<file path="config.mk">
export PLATFORM = sky130hd
export DESIGN_NAME = uart_tx
export DESIGN_NICKNAME = d
export VERILOG_FILES = /design/src/rtl/uart_tx.sv
export SDC_FILE = /design/constraint.sdc
export NUM_CORES = 1
export LEC_CHECK = 0
export CORE_ASPECT_RATIO = 0.5
export CORE_MARGIN = 5
export CORE_UTILIZATION = 35
export CTS_CLUSTER_DIAMETER = 80
export DETAILED_ROUTE_END_ITERATION = 7
export HOLD_SLACK_MARGIN = 0.05
export PLACE_DENSITY_LB_ADDON = 0.15
export SYNTH_ARGS = -nofsm -noshare
export SYNTH_HDL_FRONTEND = slang
export SYNTH_SLANG_ARGS = --single-unit
</file>
<file path="constraint.sdc">
create_clock -name clk -period 3.3 [get_ports clk]
set_input_delay 0.33 -clock clk [delete_from_list [all_inputs] [get_ports clk]]
set_output_delay 0.33 -clock clk [all_outputs]
set_load 0.01 [all_outputs]
</file>
<file path="src/rtl/uart_tx.sv">
// uart_tx: transmit half of the SoC UART. Bytes enter a small FIFO through a
// valid/ready handshake and leave on tx as start, data (LSB first), optional
// parity and stop bits. Frames go out back-to-back while the FIFO is non-empty.
//
// Handshake: a byte is taken on a rising edge where tx_valid && tx_ready.
// tx_ready depends only on the pre-edge FIFO count, so a full FIFO refuses
// a byte even if the FSM pops on that same edge. The source must hold
// tx_data/tx_valid until it sees the transfer.
module uart_tx #(
    parameter int    CLK_FREQ   = 100_000_000,
    parameter int    BAUD_RATE  = 9600,
    parameter int    DATA_BIT   = 8,
    parameter int    STOP_BIT   = 1,
    parameter int    CHECK_BIT  = 0,
    parameter string CHECK_MODE = "EVEN",
    parameter int    FIFO_DEPTH = 4
) (
    input  logic                          clk,
    input  logic                          rst,
    input  logic [7:0]                    tx_data,
    input  logic                          tx_valid,
    output logic                          tx_ready,
    output logic                          tx,
    output logic                          tx_busy,
    output logic [$clog2(FIFO_DEPTH):0]   fifo_count,
    output logic [2:0]                    o_dbg_state
);
    localparam int              BAUD_CNT_MAX = CLK_FREQ / BAUD_RATE;
    localparam logic [15:0]     BAUD_LAST    = 16'(BAUD_CNT_MAX - 1);
    localparam logic [2:0]      DATA_LAST    = 3'(DATA_BIT - 1);
    localparam logic [2:0]      STOP_LAST    = 3'(STOP_BIT - 1);
    localparam int              PW           = $clog2(FIFO_DEPTH);
    localparam int              CW           = PW + 1;
    localparam logic [CW-1:0]   FULL_CNT     = CW'(FIFO_DEPTH);
    localparam logic [7:0]      DATA_MASK    = 8'((1 << DATA_BIT) - 1);
    localparam logic            ODD_PAR      = (CHECK_MODE == "ODD");

    typedef enum logic [2:0] {
        S_IDLE  = 3'd0,
        S_START = 3'd1,
        S_DATA  = 3'd2,
        S_CHECK = 3'd3,
        S_STOP  = 3'd4
    } state_t;

    // FIFO storage and bookkeeping
    logic [7:0]    r_mem [FIFO_DEPTH];
    logic [PW-1:0] r_wr_ptr;
    logic [PW-1:0] r_rd_ptr;
    logic [CW-1:0] r_count;

    // Serializer state
    state_t        r_state;
    logic          r_tx;
    logic          r_busy;
    logic [7:0]    r_shift;
    logic          r_parity;
    logic [15:0]   r_baud_cnt;
    logic [2:0]    r_bit_cnt;

    // Next-state values from the FSM
    state_t        w_next_state;
    logic          w_next_tx;
    logic [7:0]    w_next_shift;
    logic          w_next_parity;
    logic [15:0]   w_next_baud;
    logic [2:0]    w_next_bit;
    logic          w_pop;

    logic          w_push;
    logic          w_bit_end;
    logic [7:0]    w_head;
    logic          w_head_par;

    assign tx_ready    = (r_count != FULL_CNT);
    assign w_push      = tx_valid && tx_ready;
    assign w_bit_end   = (r_baud_cnt == BAUD_LAST);
    assign w_head      = r_mem[r_rd_ptr];
    // Parity is taken from the byte as it is loaded, since shifting destroys it.
    assign w_head_par  = (^(w_head & DATA_MASK)) ^ ODD_PAR;

    assign tx          = r_tx;
    assign tx_busy     = r_busy;
    assign fifo_count  = r_count;
    assign o_dbg_state = r_state;

    // FIFO data array: written on every accepted push (no reset needed, count gates reads).
    always_ff @(posedge clk) begin
        if (w_push) begin
            r_mem[r_wr_ptr] <= tx_data;
        end
    end

    // FIFO pointers and occupancy; push and pop on one edge leave the count unchanged.
    always_ff @(posedge clk or posedge rst) begin
        if (rst) begin
            r_wr_ptr <= '0;
            r_rd_ptr <= '0;
            r_count  <= '0;
        end else begin
            if (w_push) r_wr_ptr <= r_wr_ptr + PW'(1);
            if (w_pop)  r_rd_ptr <= r_rd_ptr + PW'(1);
            case ({w_push, w_pop})
                2'b10:   r_count <= r_count + CW'(1);
                2'b01:   r_count <= r_count - CW'(1);
                default: r_count <= r_count;
            endcase
        end
    end

    // FSM state and datapath registers; tx and busy are registered so the line is glitch-free.
    always_ff @(posedge clk or posedge rst) begin
        if (rst) begin
            r_state    <= S_IDLE;
            r_tx       <= 1'b1;
            r_busy     <= 1'b0;
            r_shift    <= '0;
            r_parity   <= 1'b0;
            r_baud_cnt <= '0;
            r_bit_cnt  <= '0;
        end else begin
            r_state    <= w_next_state;
            r_tx       <= w_next_tx;
            r_busy     <= (w_next_state != S_IDLE);
            r_shift    <= w_next_shift;
            r_parity   <= w_next_parity;
            r_baud_cnt <= w_next_baud;
            r_bit_cnt  <= w_next_bit;
        end
    end

    // Next-state logic: frame sequencing, bit timing, and FIFO pops.
    always_comb begin
        w_next_state  = r_state;
        w_next_tx     = r_tx;
        w_next_shift  = r_shift;
        w_next_parity = r_parity;
        w_next_bit    = r_bit_cnt;
        w_pop         = 1'b0;
        w_next_baud   = (r_state == S_IDLE || w_bit_end) ? 16'd0 : r_baud_cnt + 16'd1;

        case (r_state)
            S_IDLE: begin
                w_next_tx = 1'b1;
                if (r_count != '0) begin
                    w_pop         = 1'b1;
                    w_next_shift  = w_head;
                    w_next_parity = w_head_par;
                    w_next_bit    = 3'd0;
                    w_next_state  = S_START;
                    w_next_tx     = 1'b0;
                end
            end
            S_START: begin
                if (w_bit_end) begin
                    w_next_state = S_DATA;
                    w_next_tx    = r_shift[0];
                end
            end
            S_DATA: begin
                if (w_bit_end) begin
                    if (r_bit_cnt == DATA_LAST) begin
                        w_next_bit = 3'd0;
                        if (CHECK_BIT != 0) begin
                            w_next_state = S_CHECK;
                            w_next_tx    = r_parity;
                        end else begin
                            w_next_state = S_STOP;
                            w_next_tx    = 1'b1;
                        end
                    end else begin
                        w_next_bit   = r_bit_cnt + 3'd1;
                        w_next_shift = r_shift >> 1;
                        w_next_tx    = r_shift[1];
                    end
                end
            end
            S_CHECK: begin
                if (w_bit_end) begin
                    w_next_state = S_STOP;
                    w_next_tx    = 1'b1;
                    w_next_bit   = 3'd0;
                end
            end
            S_STOP: begin
                if (w_bit_end) begin
                    if (r_bit_cnt == STOP_LAST) begin
                        w_next_bit = 3'd0;
                        if (r_count != '0) begin
                            w_pop         = 1'b1;
                            w_next_shift  = w_head;
                            w_next_parity = w_head_par;
                            w_next_state  = S_START;
                            w_next_tx     = 1'b0;
                        end else begin
                            w_next_state = S_IDLE;
                            w_next_tx    = 1'b1;
                        end
                    end else begin
                        w_next_bit = r_bit_cnt + 3'd1;
                    end
                end
            end
            default: begin
                w_next_state = S_IDLE;
                w_next_tx    = 1'b1;
            end
        endcase
    end

endmodule

</file>
# == Word-level counts from Yosys, hierarchy flattened ==
# Memory sizes are Yosys's and may differ from the RTL's.
# Index checks and enable logic that the tools add are counted.
# totals
output_inout_bits,9
in_bits,11
register_bits,39
memories,1
ramBits,32
latchBits,0
wordCells,82
mem_bits_ro,0
# op_classes
multipliers,0
n_lt_le_gt_ge,0
bitwise,0
addsub,6
n_shift,0
muxes,38
n_reduce_logical,12
div_mod_pow,0
eq_ne,16
# mem_list
name,depth,word_bits,rd,rd_ports_with_merged_regs,wr,line,rtl
r_mem,4,8,1,0,1,47,logic [7:0] r_mem [FIFO_DEPTH];
# op_table
op,n
2-to-1 mux 8 bit,5
2-to-1 mux 3 bit,13
one-hot mux 8 bit (3 select lines),1
"adder 16 x 1 -> 16 bit, second input constant",1
"== test 16 x 14 -> 1 bit, second input constant",1
2-to-1 mux 16 bit,1
one-hot mux 3 bit (5 select lines),1
AND reduction 5 bit,3
2-to-1 mux 1 bit,13
"inequality test 2 bit, second input constant",6
one-hot mux 3 bit (4 select lines),1
nonzero test 3 bit,3
"adder 3 x 1 -> 3 bit, second input constant",2
"== test 3 x 2 -> 1 bit, second input constant",2
"== test 3 bit, second input constant",2
logical NOT 3 bit,2
one-hot mux 3 bit (2 select lines),1
one-hot mux 1 bit (5 select lines),1
"adder 2 x 1 -> 2 bit, second input constant",2
nonzero test 4 bit,1
"== test 3 x 1 -> 1 bit, second input constant",1
"inequality test 3 bit, second input constant",1
"subtractor 3 x 1 -> 3 bit, second input constant",1
"== test 2 x 1 -> 1 bit, second input constant",1
6 further kinds,6

# == Longest topological paths before layout ==
# Gate-level depths: netlist (run 1).
# depth
ltp_word,7
mapped_depth,11
depth_no_buf,11

# == Worst setup path before layout (run 1) ==
# Ideal clock, no wire load.
# synth_timing
path_type,reg2reg
startpoint,register r_baud_cnt[12]
endpoint,"register r_count[2], in the netlist fifo_count[2]"
period_less_slack_ps,2515
path_stages_with_launch,11
required_time_ps,3221
setup_ps,79
t_arrival_ps,2436
path_slack_ps,785
path_buffers,1
cell_sequence,dfrtp_1 -> nor4b_1 -> nand4_1 -> buf_2 -> a211oi_2 -> ha_1 -> inv_1 -> fa_1 -> xor2_1 -> nor2_1 -> xor2_1
# synth_between
elab_chain_cells,5
word_cells_on_any_way,7
cone_classes,eq/ne: 3; mux: 3; reduce/logical: 1
# synth_lines
item,line,rtl
start: declaration,58,logic [15:0] r_baud_cnt;
start signal: assignment,127,r_baud_cnt <= w_next_baud;
== test 16 x 14 -> 1 bit *,77,assign w_bit_end = (r_baud_cnt == BAUD_LAST);
2-to-1 mux 1 bit *,186,if (w_bit_end) begin
one-hot mux 1 bit (2 select lines) *,142,case (r_state)
via w_pop,68,logic w_pop;
== test 2 x 1 -> 1 bit / == test 2 bit (equally long branches),103,"case ({w_push, w_pop})"
one-hot mux 3 bit (2 select lines) / nonzero test 2 bit (equally long branches),--,
end signal: assignment,104,2'b10: r_count <= r_count + CW'(1);
end signal: assignment,105,2'b01: r_count <= r_count - CW'(1);
end signal: assignment,106,default: r_count <= r_count;
end: declaration,50,logic [CW-1:0] r_count;
# Mark *: on every way through the listed nets, which the timed path passes. The rest lies on a longest branch.
# A chain may end at the register's enable or synchronous reset.

# == Final worst setup path (run 1) ==
# layout_timing
startpoint,"register r_state[0], in the netlist o_dbg_state[0]"
endpoint,"register r_count[2], in the netlist fifo_count[2]"
# layout_between
elab_chain_cells,4
word_cells_on_any_way,7
cone_classes,eq/ne: 3; mux: 2; reduce/logical: 2
# layout_lines
item,line,rtl
start: declaration,53,state_t r_state;
start signal: assignment,122,r_state <= w_next_state;
== test 3 bit / logical NOT 3 bit (equally long branches),142,
one-hot mux 1 bit (2 select lines) *,142,
via w_pop,68,
== test 2 x 1 -> 1 bit / == test 2 bit (equally long branches),103,
one-hot mux 3 bit (2 select lines) / nonzero test 2 bit (equally long branches),--,
# Marked as above.

==> impl.org, run 1 <==
** Run status
- The run finished with clean final reports.

** Worst setup path
- The number of buffers and inverters on the critical path is 1.
- Endpoint class of the critical path :: flop
- Startpoint type of the worst setup path :: flop
- Crit Path Max Fanout :: 13
- Critical path type :: flop to flop
- Broken down by cell family, the worst path's largest delay share belongs to simple AND/OR/NAND/NOR gates.
- In this design, the stage delay of the slowest critical-path cell is 0.51 ns.
- At the worst endpoint, the required time is about 3.6 ns.
- The largest individual stage delay along the critical path comes from the cell sky130_fd_sc_hd__dfrtp_1.
- The critical path goes through nor2_1, nand2_1, a211oi_2, ha_1, inv_1, fa_1, xor2_1, nor2_1, xor2_1.
- Endpoint arrival time on the critical path :: roughly 3 ns

** Synthesis
- Ranked by total cell area, the synthesized netlist is headed by sky130_fd_sc_hd__edfxtp_1 (29%), sky130_fd_sc_hd__dfrtp_1 (29%), sky130_fd_sc_hd__mux2_2 (6.5%), sky130_fd_sc_hd__mux4_2 (5.4%), sky130_fd_sc_hd__xnor2_1 (4.0%).
- Counting flops with a built-in enable in the synthesized netlist gives 32.
- Warnings from Yosys :: 0
- The share of the Yosys chip area taken by registers is 0.586.
- In the synthesized netlist, the number of instances is 243.
- Leading register cell type out of synthesis :: sky130_fd_sc_hd__dfrtp_1
- Synth Net Count :: 264
- The share of synthesized area in the top cell type comes to 0.290.
- After synthesis the cells add up to between 3000 and 4000 um^2.
- Count of state elements after synthesis :: just over 70
- Proportion of register bits with asynchronous set or reset after synthesis :: 0.549
- The largest total area in the synthesized netlist belongs to sky130_fd_sc_hd__edfxtp_1.
- Mapped Avg Cell Area :: roughly 14 um^2
- In this run, distinct cell masters in the synthesized netlist total 45.

** Drt
- Before antenna repair, the detailed router went through 5 iterations.
- In the final routed layout, each cell accounts on average for 15.6 um.
- Using the TritonRoute via totals, the vias-per-cell ratio works out to ~5.
- Total Wirelength :: just over 6 mm
- After the first detailed-routing iteration, the DRC count stood at 152.
- Number of vias after detailed routing :: between 1500 and 2000
- The detail route stage leaves a number of antenna-violating nets equal to 0.
- In the routed design, unresolved DRC markers number 0.

** CTS
- CTS tree :: yes
- After clock tree synthesis, the flow added hold-fix buffers numbering 0.
- In this run, post-CTS repair resized a total of 0 instances.
- After clock tree synthesis, the setup repair step added 0 buffers.
- Clock sink count :: a little over 70
- Clock latency at the later pin of the worst-skew pair :: 0.33 ns
- Root Driver :: sky130_fd_sc_hd__clkbuf_16
- Clock-pin slew was measured on the worst setup and hold paths at around 0.060 ns.
- Deepest level of the CTS H-tree :: 3
- Clock Tree Buf Depth :: 2
- Counting the buffers created by CTS gives 9.

** Hold path
- Worst hold path class :: input pin to asynchronous set/reset pin

** Place
- Placement-stage worst setup slack :: 0.616 ns
- After legalization and detailed placement, the total HPWL measured approximately 4.1 mm.
- At the end of routability-driven placement, the weighted congestion stood at just under 0.8.
- Count of input and output buffers :: 19

** Power
- Leakage :: around 1.5 nW
- Power spread over the standard cell area amounts to around 640 nW/um^2.
- Across the VDD grid, the largest voltage drop is between 0.2 and 0.3 mV.

** Timing
- Final critical delay including setup and external delays :: 2.72 ns
- Measured against its own limit, the worst slew margin works out to 0.226.
- Number of max-slew violations in the final report :: 0
- Period utilization :: 0.823
- In the post-route analysis, the smallest setup slack over all paths is roughly 0.58 ns.
- Worst clock skew :: ~0.0046 ns
- Achievable Freq :: roughly 370 MHz
- Post-route worst hold slack :: between 0.4 and 0.5 ns
- Setup-failing EPs final :: 0
- Final number of hold-violating endpoints :: 0
- Setup repair after global routing left no endpoint under its margin.
- Sum of negative setup slack :: 0 ns
- Slew @ Worst Pin :: 1.15 ns

** Flow run
- Max Cap Viol :: 0

** Layout
- Nets@finish :: 290
- In the final layout, the share of cells above drive strength 1 is 0.179.
- Fill cells in the final layout number ~850.
- 0 antenna diodes ended up in the layout.
- Most common library cell in the layout ignoring fill and taps :: sky130_fd_sc_hd__dfrtp_1
- Relative to the synthesized area, the layout overhead comes to 20.8%.
- In the layout the commonest cells are sky130_fd_sc_hd__dfrtp_1 (38), sky130_fd_sc_hd__edfxtp_1 (32), sky130_fd_sc_hd__nor2_1 (22).

** Global routing
- Antenna violations before repair :: 0
- Pin count of the biggest net entering global routing :: 40
- Overflow after GRT :: 0
- In the global route stage, overall resource usage came out at 0.115.
- The number of global-route vias before repair was about 2000.
- The first global-routing pass estimated about 10 mm of wire.

** Die
- The core region is a little over 9000 um^2.
- Total number of placement rows :: 25
- Pin placement for this block handled 20 I/O pins.
- Die width :: between 100 and 150 um
- Die Span Y :: 78.8 um
- The die covers 11600 um^2.
- Starting utilization of the core area :: 0.355
[tightest hold or removal path: cells and delay by family]
family | cells | cell delay, ns
buf+inv | 3 | 0.86
[cell type report]
class | count | area (um^2) | area share
Sequential cell | 71 | 1940 | 0.485
Multi-Input combinational cell | 151 | 1290 | 0.322
Clock buffer | 9 | 225 | 0.0563
Timing Repair Buffer | 21 | 205 | 0.0513
Tap cell | 121 | 151 | 0.0379
Clock inverter | 6 | 134 | 0.0335
Inverter | 15 | 56.3 | 0.0141
[sequential cells by signal, summed over array words and instances, names as in the netlist]
| name | cells |
|---|---|
| r_mem | 32 |
| r_shift | 8 |
| fifo_count | 3 |
| o_dbg_state | 3 |
| tx | 1 |
| r_rd_ptr | 2 |
| r_bit_cnt | 3 |
| r_baud_cnt | 16 |
| r_wr_ptr | 2 |
| tx_busy | 1 |
[Yosys cell counts (4+ instances only)]
library cell and number:
sky130_fd_sc_hd__nor2_1 22, sky130_fd_sc_hd__dfrtp_1 38, sky130_fd_sc_hd__mux4_2 8, sky130_fd_sc_hd__nor4_1 5, sky130_fd_sc_hd__nand2_1 4, sky130_fd_sc_hd__inv_1 15, sky130_fd_sc_hd__nand3_1 8, sky130_fd_sc_hd__xor2_1 5
sky130_fd_sc_hd__and3_1 5, sky130_fd_sc_hd__ha_1 9, sky130_fd_sc_hd__nor3_1 5, sky130_fd_sc_hd__mux2_2 19, sky130_fd_sc_hd__xnor2_1 15, sky130_fd_sc_hd__edfxtp_1 32, sky130_fd_sc_hd__nand4_1 4
[per-layer routing]
metal	wire [um]	GRT usage
met3	207	0.0399
met2	2770	0.174
met1	3060	0.151
met5	0	0
met4	105	0.0520
[logic make-up (layout without fill, tap and decap cells)]
group | count (synthesis) | count (layout) | share of synthesized area
DFF | 71 | 71 | 0.586
and+or+nand+nor | 71 | 71 | 0.117
muxes | 28 | 28 | 0.122
AOI/OAI and AO/OA | 22 | 22 | 0.0575
buffers and inverters | 21 | 51 | 0.0249
xor gates and xnor gates | 20 | 20 | 0.0529
adders and majority gates | 10 | 10 | 0.0401
[per-stage QoR]
| stage | cell area, um^2 | utilization | power, W | std cells |
|---|---|---|---|---|
| 3_5_place_dp | 3640 | 0.390 | 0.00143 | 379 |
| 4_1_cts | 4000 | 0.429 | 0.00262 | 394 |
| 3_3_place_gp | 3640 | 0.390 | 0.00142 | 379 |
| 5_1_grt | 4000 | 0.429 | 0.00269 | 394 |
| 2_1_floorplan | 3310 | - | 0.00129 | 243 |
| 6_report | 4000 | 0.429 | 0.00257 | 394 |
[power by group]
group	internal, W	total [W]	switching [W]
combinational	0.000146	0.000311	0.000165
clock	0.000810	0.00116	0.000353
sequential	0.00105	0.00109	0.0000466
[final timing paths]
| kind | start | to | slack, ns | depth (start not counted) |
|---|---|---|---|---|
| max in group asynchronous | rst | tx | 2.51 | 3 |
| worst max-delay path | o_dbg_state[0] | fifo_count[2] | 0.58 | 9 |
| min in group clk | r_baud_cnt[0] | r_baud_cnt[0] | 0.49 | 1 |
| worst max register to register | o_dbg_state[0] | fifo_count[2] | 0.58 | 9 |
| worst min register to register | r_baud_cnt[0] | r_baud_cnt[0] | 0.49 | 1 |
| worst min-delay path | rst | r_baud_cnt[14] | 0.42 | 3 |
(Power assumes the default switching activity.)
==> run 2: changes to the inputs <==
clock period = 2.6 ns   (was 3.3 ns; I/O delays follow)
==> run 2 against run 1 <==
Hold slack lost 0.056 ns. Die area is the same. Global-route usage is essentially flat. Final area grew 0.59%. Register-to-register slack lost 0.42 ns. Flip-flop and latch count is the same. Worst setup slack lost 0.42 ns. Combinational power grew 27%. Cell count grew 3.3%. Sequential share of layout area shrank 0.29 points. Via count shrank 0.65%. Critical path type unchanged. Highest routed layer unchanged.
==> impl.org, run 2 (same netlist as run 1, synthesis figures left out) <==
** Power
- Leakage :: 1.56 nW (+1.3%)
- The sequential group share of total power was 0.476 (+0.050).
- Power density over the cells :: 723 nW/um^2 (+13%)
- The total power is 0.00291 W (+13%).
- The combinational share of power was 0.136 (+0.015).
- Relative contribution of the clock network to total power :: 0.388 (-0.065)
- Net Sw Power :: 0.000740 W (+31%)
- The worst vdd rail ir drop came to 0.397 mV (+49%).
- P_int :: 0.00217 W (+8.3%)
- The switching part of the total power was 0.254 (+0.0346).

** Timing
- Remaining max-slew budget at the tightest pin :: 0.632 (+0.406)
- Period utilization :: 0.936 (+0.112)
- The largest clock skew in the final design is 0.00753 ns (+0.00289 ns).
- The slew at the pin closest to its max-slew limit was 0.552 ns (-0.601 ns).
- The max-slew violation count is 0 (unchanged).
- Setup-failing EPs final :: 0 (unchanged)
- The final period demand of the worst path was 2.43 ns (-0.284 ns).
- The final count of hold timing violations was 0 (unchanged).
- The upper clock frequency limit was 411 MHz (+12%).
- The minimum hold slack is 0.364 ns (-0.0560 ns).

** Place
- The weighted congestion reported at the end of routability-driven placement came to 0.764 (-0.61%).
- HPWL Detailed :: 4.16 mm (+1.0%)
- Count of input and output buffers :: 19 (unchanged)

** Layout
- Register with the most flip-flops :: r_mem
- The core occupancy in the finished layout is 0.432 (+0.00255).
- The number of antenna cells inserted came to 0 (unchanged).
- Leaving out fill and tap cells, the most frequent cells in the layout are sky130_fd_sc_hd__dfrtp_1 (38), sky130_fd_sc_hd__edfxtp_1 (32), sky130_fd_sc_hd__nor2_1 (22).
- Compared with the post-synthesis result, the final layout area differs by 21.6%.
- Largest registers in the final layout :: r_mem: 32 flops, r_baud_cnt: 16 flops, r_shift: 8 flops
- The share of layout cells above drive strength 1 came to 0.224 (+0.0443).
- Most common library cell in the layout ignoring fill and taps :: sky130_fd_sc_hd__dfrtp_1
- Flip-flop count of the largest register after layout :: 32 (unchanged)
- Number of filler instances in the final layout :: 878 (+3.4%)
- The number of nets in the layout is 302 (+4.1%).

** Global routing
- Overall fraction of global-route tracks in use :: 0.116 (+0.000496)
- The number of global-route vias before repair is 1998 (+2.2%).
- The global-route wire length before repair came to 10.4 mm (+1.7%).
- The number of antenna violations at the first check in global routing was 0 (unchanged).
- The global-route congestion overflow total came to 0 (unchanged).
- Pin count of the biggest net entering global routing :: 40 (unchanged)

** Die
- The number of cell rows came to 25 (unchanged).
- The die height came to 78.8 um (unchanged).
- Count of pins on the block boundary :: 20 (unchanged)
- The overall die width came to 148 um (unchanged).
- Starting utilization of the core area :: 0.355 (unchanged)
- Std-Cell Core Area :: 9320 um^2 (unchanged)
- Die ar. :: 11600 um^2 (unchanged)

** Worst setup path
- STA classifies the critical path startpoint as a flop.
- CP max stage delay :: 0.39 ns (-0.12 ns)
- Worst EP required :: 2.85 ns (-0.70 ns)
- Worst-path cell with the longest stage delay :: sky130_fd_sc_hd__dfrtp_1
- Worst-path cell chain :: ha_1, and3_1, nand4_1, a211oi_2, ha_1, inv_1, fa_1, xor2_1, nor2_1, xor2_1
- Crit path max-delay family :: adder cells
- The maximum fanout count along the critical path is 4 (-9).
- Endpoint arrival time on the critical path :: 2.68 ns (-0.28 ns)
- Number of gates on the worst path with buffers counted :: 10 (+1)
- STA classifies the critical path endpoint as a flop.
- Critical path type :: flop to flop
- Length in cells of the worst reg-to-reg path :: 10 (+1)
- Worst Path Buf+Inv :: 1 (unchanged)

** Drt
- Number of vias after detailed routing :: 1978 (-0.65%)
- The routed via count divided by cell count was 4.86 (-3.8%).
- Total Wirelength :: 6.03 mm (-1.8%)
- Detail-routed net length per standard cell :: 14.8 um (-4.9%)
- Initial DRC count :: 98 (-36%)
- The final antenna-violating net count was 0 (unchanged).
- First-pass detailed-route iteration total :: 4 (-1)
- The DRC violation count after routing was 0 (unchanged).

** CTS
- Clock sink count :: 71 (unchanged)
- The count of H-tree levels built during CTS was 3 (unchanged).
- CTS tree :: yes
- The tree is rooted in a sky130_fd_sc_hd__clkbuf_16.
- Clock Tree Buf Depth :: 2 (unchanged)
- Clock-pin slew reported for the worst setup and hold paths after clock tree synthesis :: 0.06 ns (about the same)
- The total CTS buffers came to 9 (unchanged).
- The clock latency on the worst-skew pair was 0.32 ns (about the same).

** Hold path
- Worst hold path class :: input pin to asynchronous set/reset pin

** Run status
- The flow ran to the end, and the final reports show no timing, DRC or antenna violations.

** Flow run
- Max Cap Viol :: 0 (unchanged)
run 2: cell count changes in the layout (fill, tap and decap cells not counted):
cell,before,now
sky130_fd_sc_hd__buf_4,2,14
sky130_fd_sc_hd__bufinv_16,4,0
sky130_fd_sc_hd__clkinvlp_4,0,2
sky130_fd_sc_hd__inv_6,0,3
sky130_fd_sc_hd__nor4b_1,3,1
sky130_fd_sc_hd__nor4b_2,0,2
run 2: layout make-up:
type                    count  area [um^2]  area share
flip-flops and latches     71         1940       0.482
multi-input cells         151         1300       0.323
repair buffers             33          295      0.0734
clock buffers               9          225      0.0560
well taps                 121          151      0.0376
inverters                  15         56.3      0.0140
clock inverters             7         55.1      0.0137
run 2: per-stage QoR:
stage / instance area [um^2] / setup TNS, ns / std cells / setup slack [ns]
detailed placement: 3720 / 0 / 390 / 0.115
CTS: 4000 / 0 / 406 / 0.0204
global placement: 3720 / 0 / 390 / 0.140
global route: 4020 / -0.0158 / 407 / -0.0158
floorplan: 3310 / 0 / 243 / 0.0848
finish: 4020 / 0 / 407 / 0.167
run 2: final timing paths:
| check | start | endpoint | slack (ns) |
|---|---|---|---|
| worst max-delay path | r_baud_cnt[0] | fifo_count[2] | 0.17 |
| worst min-delay path | rst | r_baud_cnt[2] | 0.36 |
| worst max register to register | r_baud_cnt[0] | fifo_count[2] | 0.17 |
| worst min register to register | r_baud_cnt[0] | r_baud_cnt[0] | 0.49 |
| max in group asynchronous | rst | tx | 1.87 |
| min in group clk | r_baud_cnt[0] | r_baud_cnt[0] | 0.49 |
run 2: layer usage:
layer | part of all wire | wire length, um | global-route usage
met5 | 0 | 0 | 0
met4 | 0.013 | 76 | 0.0362
met3 | 0.041 | 249 | 0.0371
met2 | 0.44 | 2680 | 0.175
met1 | 0.50 | 3030 | 0.159
run 2: power by group through the flow:
| stage | combinational (W) | clock [W] | sequential [W] |
|---|---|---|---|
| floorplan | 0.000235 | 0 | 0.00140 |
| global placement | 0.000396 | 0 | 0.00140 |
| detailed placement | 0.000403 | 0 | 0.00141 |
| CTS | 0.000407 | 0.00117 | 0.00139 |
| global route | 0.000449 | 0.00123 | 0.00140 |
| finish | 0.000394 | 0.00113 | 0.00139 |
run 2: what timing repair did:
item                       4_1_cts  5_1_grt
gates resized for setup          0        2
buffers inserted                 0        1
setup endpoints to repair        0        1
hold buffers                     0        0
run 2: worst min-delay path, cell delays in order:
cell and delay, ns:
sky130_fd_sc_hd__clkdlybuf4s50_1 0.40, sky130_fd_sc_hd__inv_1 0.05, sky130_fd_sc_hd__buf_4 0.43
==> run 3: changes to the inputs <==
CORE_MARGIN = 4   (was 5)
TNS_END_PERCENT = 20   (was not set)
==> run 3 against run 2 <==
Global-route usage increased by 0.79 points. Sequential power about the same. Sequential share of layout area increased by 0.14 points. Hold slack got worse by 0.012 ns. Clock power increased by 5%. Die area decreased by 3.9%. Critical path type unchanged.
==> impl.org, run 3 (same netlist as run 1, synthesis figures left out) <==
** Die
- The initial standard-cell utilization of the core was 0.370 (+0.0148).
- The number of top-level pins was 20 (unchanged).
- The standard cell core area is 8950 um^2 (-4.0%).
- The die outline area came to 11200 um^2 (-3.9%).
- The number of cell rows was 24 (-4.0%).
- Die width :: 146 um (-1.4%)
- The die height came to 76.8 um (-2.5%).

** Drt
- The number of search-and-repair iterations in the first detailed-routing pass was 4 (unchanged).
- The routed via count divided by cell count came to 4.97 (+2.3%).
- The number of DRC violations after detailed-routing iteration 0 came to 129 (+32%).
- Number of vias after detailed routing :: 1989 (+0.56%)
- The final antenna-violating net count was 0 (unchanged).
- Detail-routed net length per standard cell :: 15.6 um (+5.5%)
- DRC violation count after routing :: 0 (unchanged)
- The post-detailed-routing wire length came to 6.26 mm (+3.7%).

** Timing
- Final critical delay including setup and external delays :: 2.39 ns (-0.0396 ns)
- The slew at the pin closest to its max-slew limit came to 0.564 ns (+0.0121 ns).
- The final period utilization was 0.920 (-0.0152).
- Setup repair after global routing left no endpoint under its margin.
- The max-slew violation count was 0 (unchanged).
- Worst clock skew :: 0.00350 ns (-0.00403 ns)
- The upper clock frequency limit came to 418 MHz (+1.7%).
- Setup slack of the critical path after layout :: 0.207 ns (+0.0396 ns)
- The number of failing setup endpoints in the final timing report came to 0 (unchanged).
- Remaining max-slew budget at the tightest pin :: 0.624 (-0.00804)
- The sum of negative setup slack was 0 ns (unchanged).
- The final count of hold timing violations is 0 (unchanged).

** Worst setup path
- Startpoint of the worst register-to-register path :: r_baud_cnt[0]
- Destination of the worst register-to-register timing path :: fifo_count[2]
- The critical path buffer and inverter count was 1 (unchanged).
- STA classifies the critical path startpoint as a flop.
- CP max stage delay :: 0.38 ns (about the same)
- Endpoint arrival time on the critical path :: 2.65 ns (-0.03 ns)
- STA classifies the critical path endpoint as a flop.
- Length in cells of the worst reg-to-reg path :: 10 (unchanged)
- Worst-path cell with the longest stage delay :: sky130_fd_sc_hd__dfrtp_1
- The maximum fanout count along the critical path is 4 (unchanged).
- The kind of cell with the highest combined delay along the critical path is adder cells.
- The worst setup path is of the flop to flop kind.
- The minimum setup slack among reg-to-reg paths came to 0.21 ns (+0.04 ns).
- Worst-path cell chain :: ha_1, and3_2, nand4_1, a211oi_2, ha_1, inv_1, fa_1, xor2_1, nor2_1, xor2_1
- Worst EP required :: 2.86 ns (about the same)

** Layout
- The final non-filler cell total came to 400 (-1.7%).
- Fin area :: 4010 um^2 (-0.28%)
- Flip-flop count of the largest register after layout :: 32 (unchanged)
- From synthesis to final layout, the design area changed by 21.2%.
- Ranked by flip-flop count, first place goes to r_mem.
- Nets@finish :: 300 (-0.66%)
- Number of antenna repair diodes :: 0 (unchanged)
- The share of layout cells above drive strength 1 was 0.216 (-0.00823).
- Commonest cells after routing, fill and taps aside :: sky130_fd_sc_hd__dfrtp_1 (38), sky130_fd_sc_hd__edfxtp_1 (32), sky130_fd_sc_hd__nor2_1 (22)
- Largest registers in the final layout :: r_mem: 32 flops, r_baud_cnt: 16 flops, r_shift: 8 flops
- Leaving out fill and tap cells, the most frequent cell in the layout is sky130_fd_sc_hd__dfrtp_1.

** Power
- The power per cell area came to 744 nW/um^2 (+2.9%).
- Tot Pwr :: 0.00299 W (+2.6%)
- Leakage :: 1.55 nW (-0.52%)
- Largest voltage drop on the vdd net :: 0.322 mV (-19%)

** CTS
- The clock sink count was 71 (unchanged).
- The clock latency on the worst-skew pair came to 0.34 ns (+0.02 ns).
- Hold-fix buffers at CTS :: 0 (unchanged)
- The count of H-tree levels built during CTS came to 3 (unchanged).
- The cell sitting at the root of the clock tree is a sky130_fd_sc_hd__clkbuf_16.
- The register clock-pin slew on the reported worst setup and hold paths came to 0.06 ns (about the same).
- The maximum number of buffers from clock root to sink was 2 (unchanged).
- Total clock buffers created by CTS :: 9 (unchanged)
- TritonCTS built the clock tree.

** Place
- HPWL Detailed :: 4.21 mm (+1.2%)
- Total instance count after detailed placement :: 384 (-1.5%)
- Instance area at placement :: 3700 um^2 (-0.54%)
- Placement-stage worst setup slack :: 0.0572 ns (-0.0581 ns)
- RD Place Congestion :: 0.748 (-2.1%)
- Count of input and output buffers :: 19 (unchanged)

** Global routing
- Via count of the first global-routing pass :: 1991 (-0.35%)
- Pin count of the biggest net entering global routing :: 40 (unchanged)
- Antenna violations before repair :: 0 (unchanged)
- The global-route congestion overflow total is 0 (unchanged).
- Overall fraction of global-route tracks in use :: 0.124 (+0.00793)
- Wire length of the first global-routing pass :: 10.6 mm (+1.8%)

** Run status
- The flow ran to the end, and the final reports show no timing, DRC or antenna violations.

** Hold path
- The min-delay analysis places its worst path in the category input pin to asynchronous set/reset pin.

** Flow run
- The max-capacitance violation count came to 0 (unchanged).
## run 3: worst max path at each step
stage | slack (ns) | depth (start not counted) | to | from
2_1_floorplan | 0.08 | 10 | fifo_count[2] | r_baud_cnt[12]
3_3_place_gp | 0.15 | 9 | fifo_count[2] | r_baud_cnt[12]
3_5_place_dp | 0.06 | 9 | fifo_count[2] | r_baud_cnt[15]
4_1_cts | 0.05 | 9 | fifo_count[2] | r_baud_cnt[15]
5_1_grt | 0.02 | 10 | fifo_count[2] | r_baud_cnt[0]
6_report | 0.21 | 10 | fifo_count[2] | r_baud_cnt[0]
## run 3: worst register-to-register path, stage by stage (launching register included)
cell                       delay (ns)
sky130_fd_sc_hd__dfrtp_1         0.38
sky130_fd_sc_hd__ha_1            0.21
sky130_fd_sc_hd__and3_2          0.24
sky130_fd_sc_hd__nand4_1         0.15
sky130_fd_sc_hd__a211oi_2        0.28
sky130_fd_sc_hd__ha_1            0.22
sky130_fd_sc_hd__inv_1           0.06
sky130_fd_sc_hd__fa_1            0.37
sky130_fd_sc_hd__xor2_1          0.15
sky130_fd_sc_hd__nor2_1          0.11
sky130_fd_sc_hd__xor2_1          0.15
## run 3: timing repair
item	CTS	global route
setup buffers	0	1
gates resized for setup	0	3
setup endpoints to repair	0	1
## run 3: metal layers
metal  global-route usage  share of wire  vias to the layer above
li1                     -              -                      969
met1                0.170           0.50                      967
met2                0.172           0.44                       40
met3               0.0465          0.043                       13
met4               0.0587          0.022                        0
met5                    0              0                        -
## run 3: area by class of cell
| type | count | area [um^2] |
|---|---|---|
| Clock buffer | 9 | 225 |
| Clock inverter | 6 | 62.6 |
| Fill cell | 810 | 4940 |
| Inverter | 15 | 56.3 |
| Multi-Input combinational cell | 151 | 1300 |
| Sequential cell | 71 | 1940 |
| Tap cell | 117 | 146 |
| Timing Repair Buffer | 31 | 280 |
## run 3: where the power goes
group | switching [W] | internal [W]
Clock | 0.000461 | 0.000732
Sequential | 0.0000565 | 0.00133
Combinational | 0.000218 | 0.000188
Total | 0.000735 | 0.00225
## run 3: stage by stage
stage / util / hold WS [ns]
3_3_place_gp: 0.414 / 0.467
3_5_place_dp: 0.414 / 0.475
4_1_cts: 0.446 / 0.368
5_1_grt: 0.448 / 0.420
6_report: 0.448 / 0.352
2_1_floorplan: - / 0.359
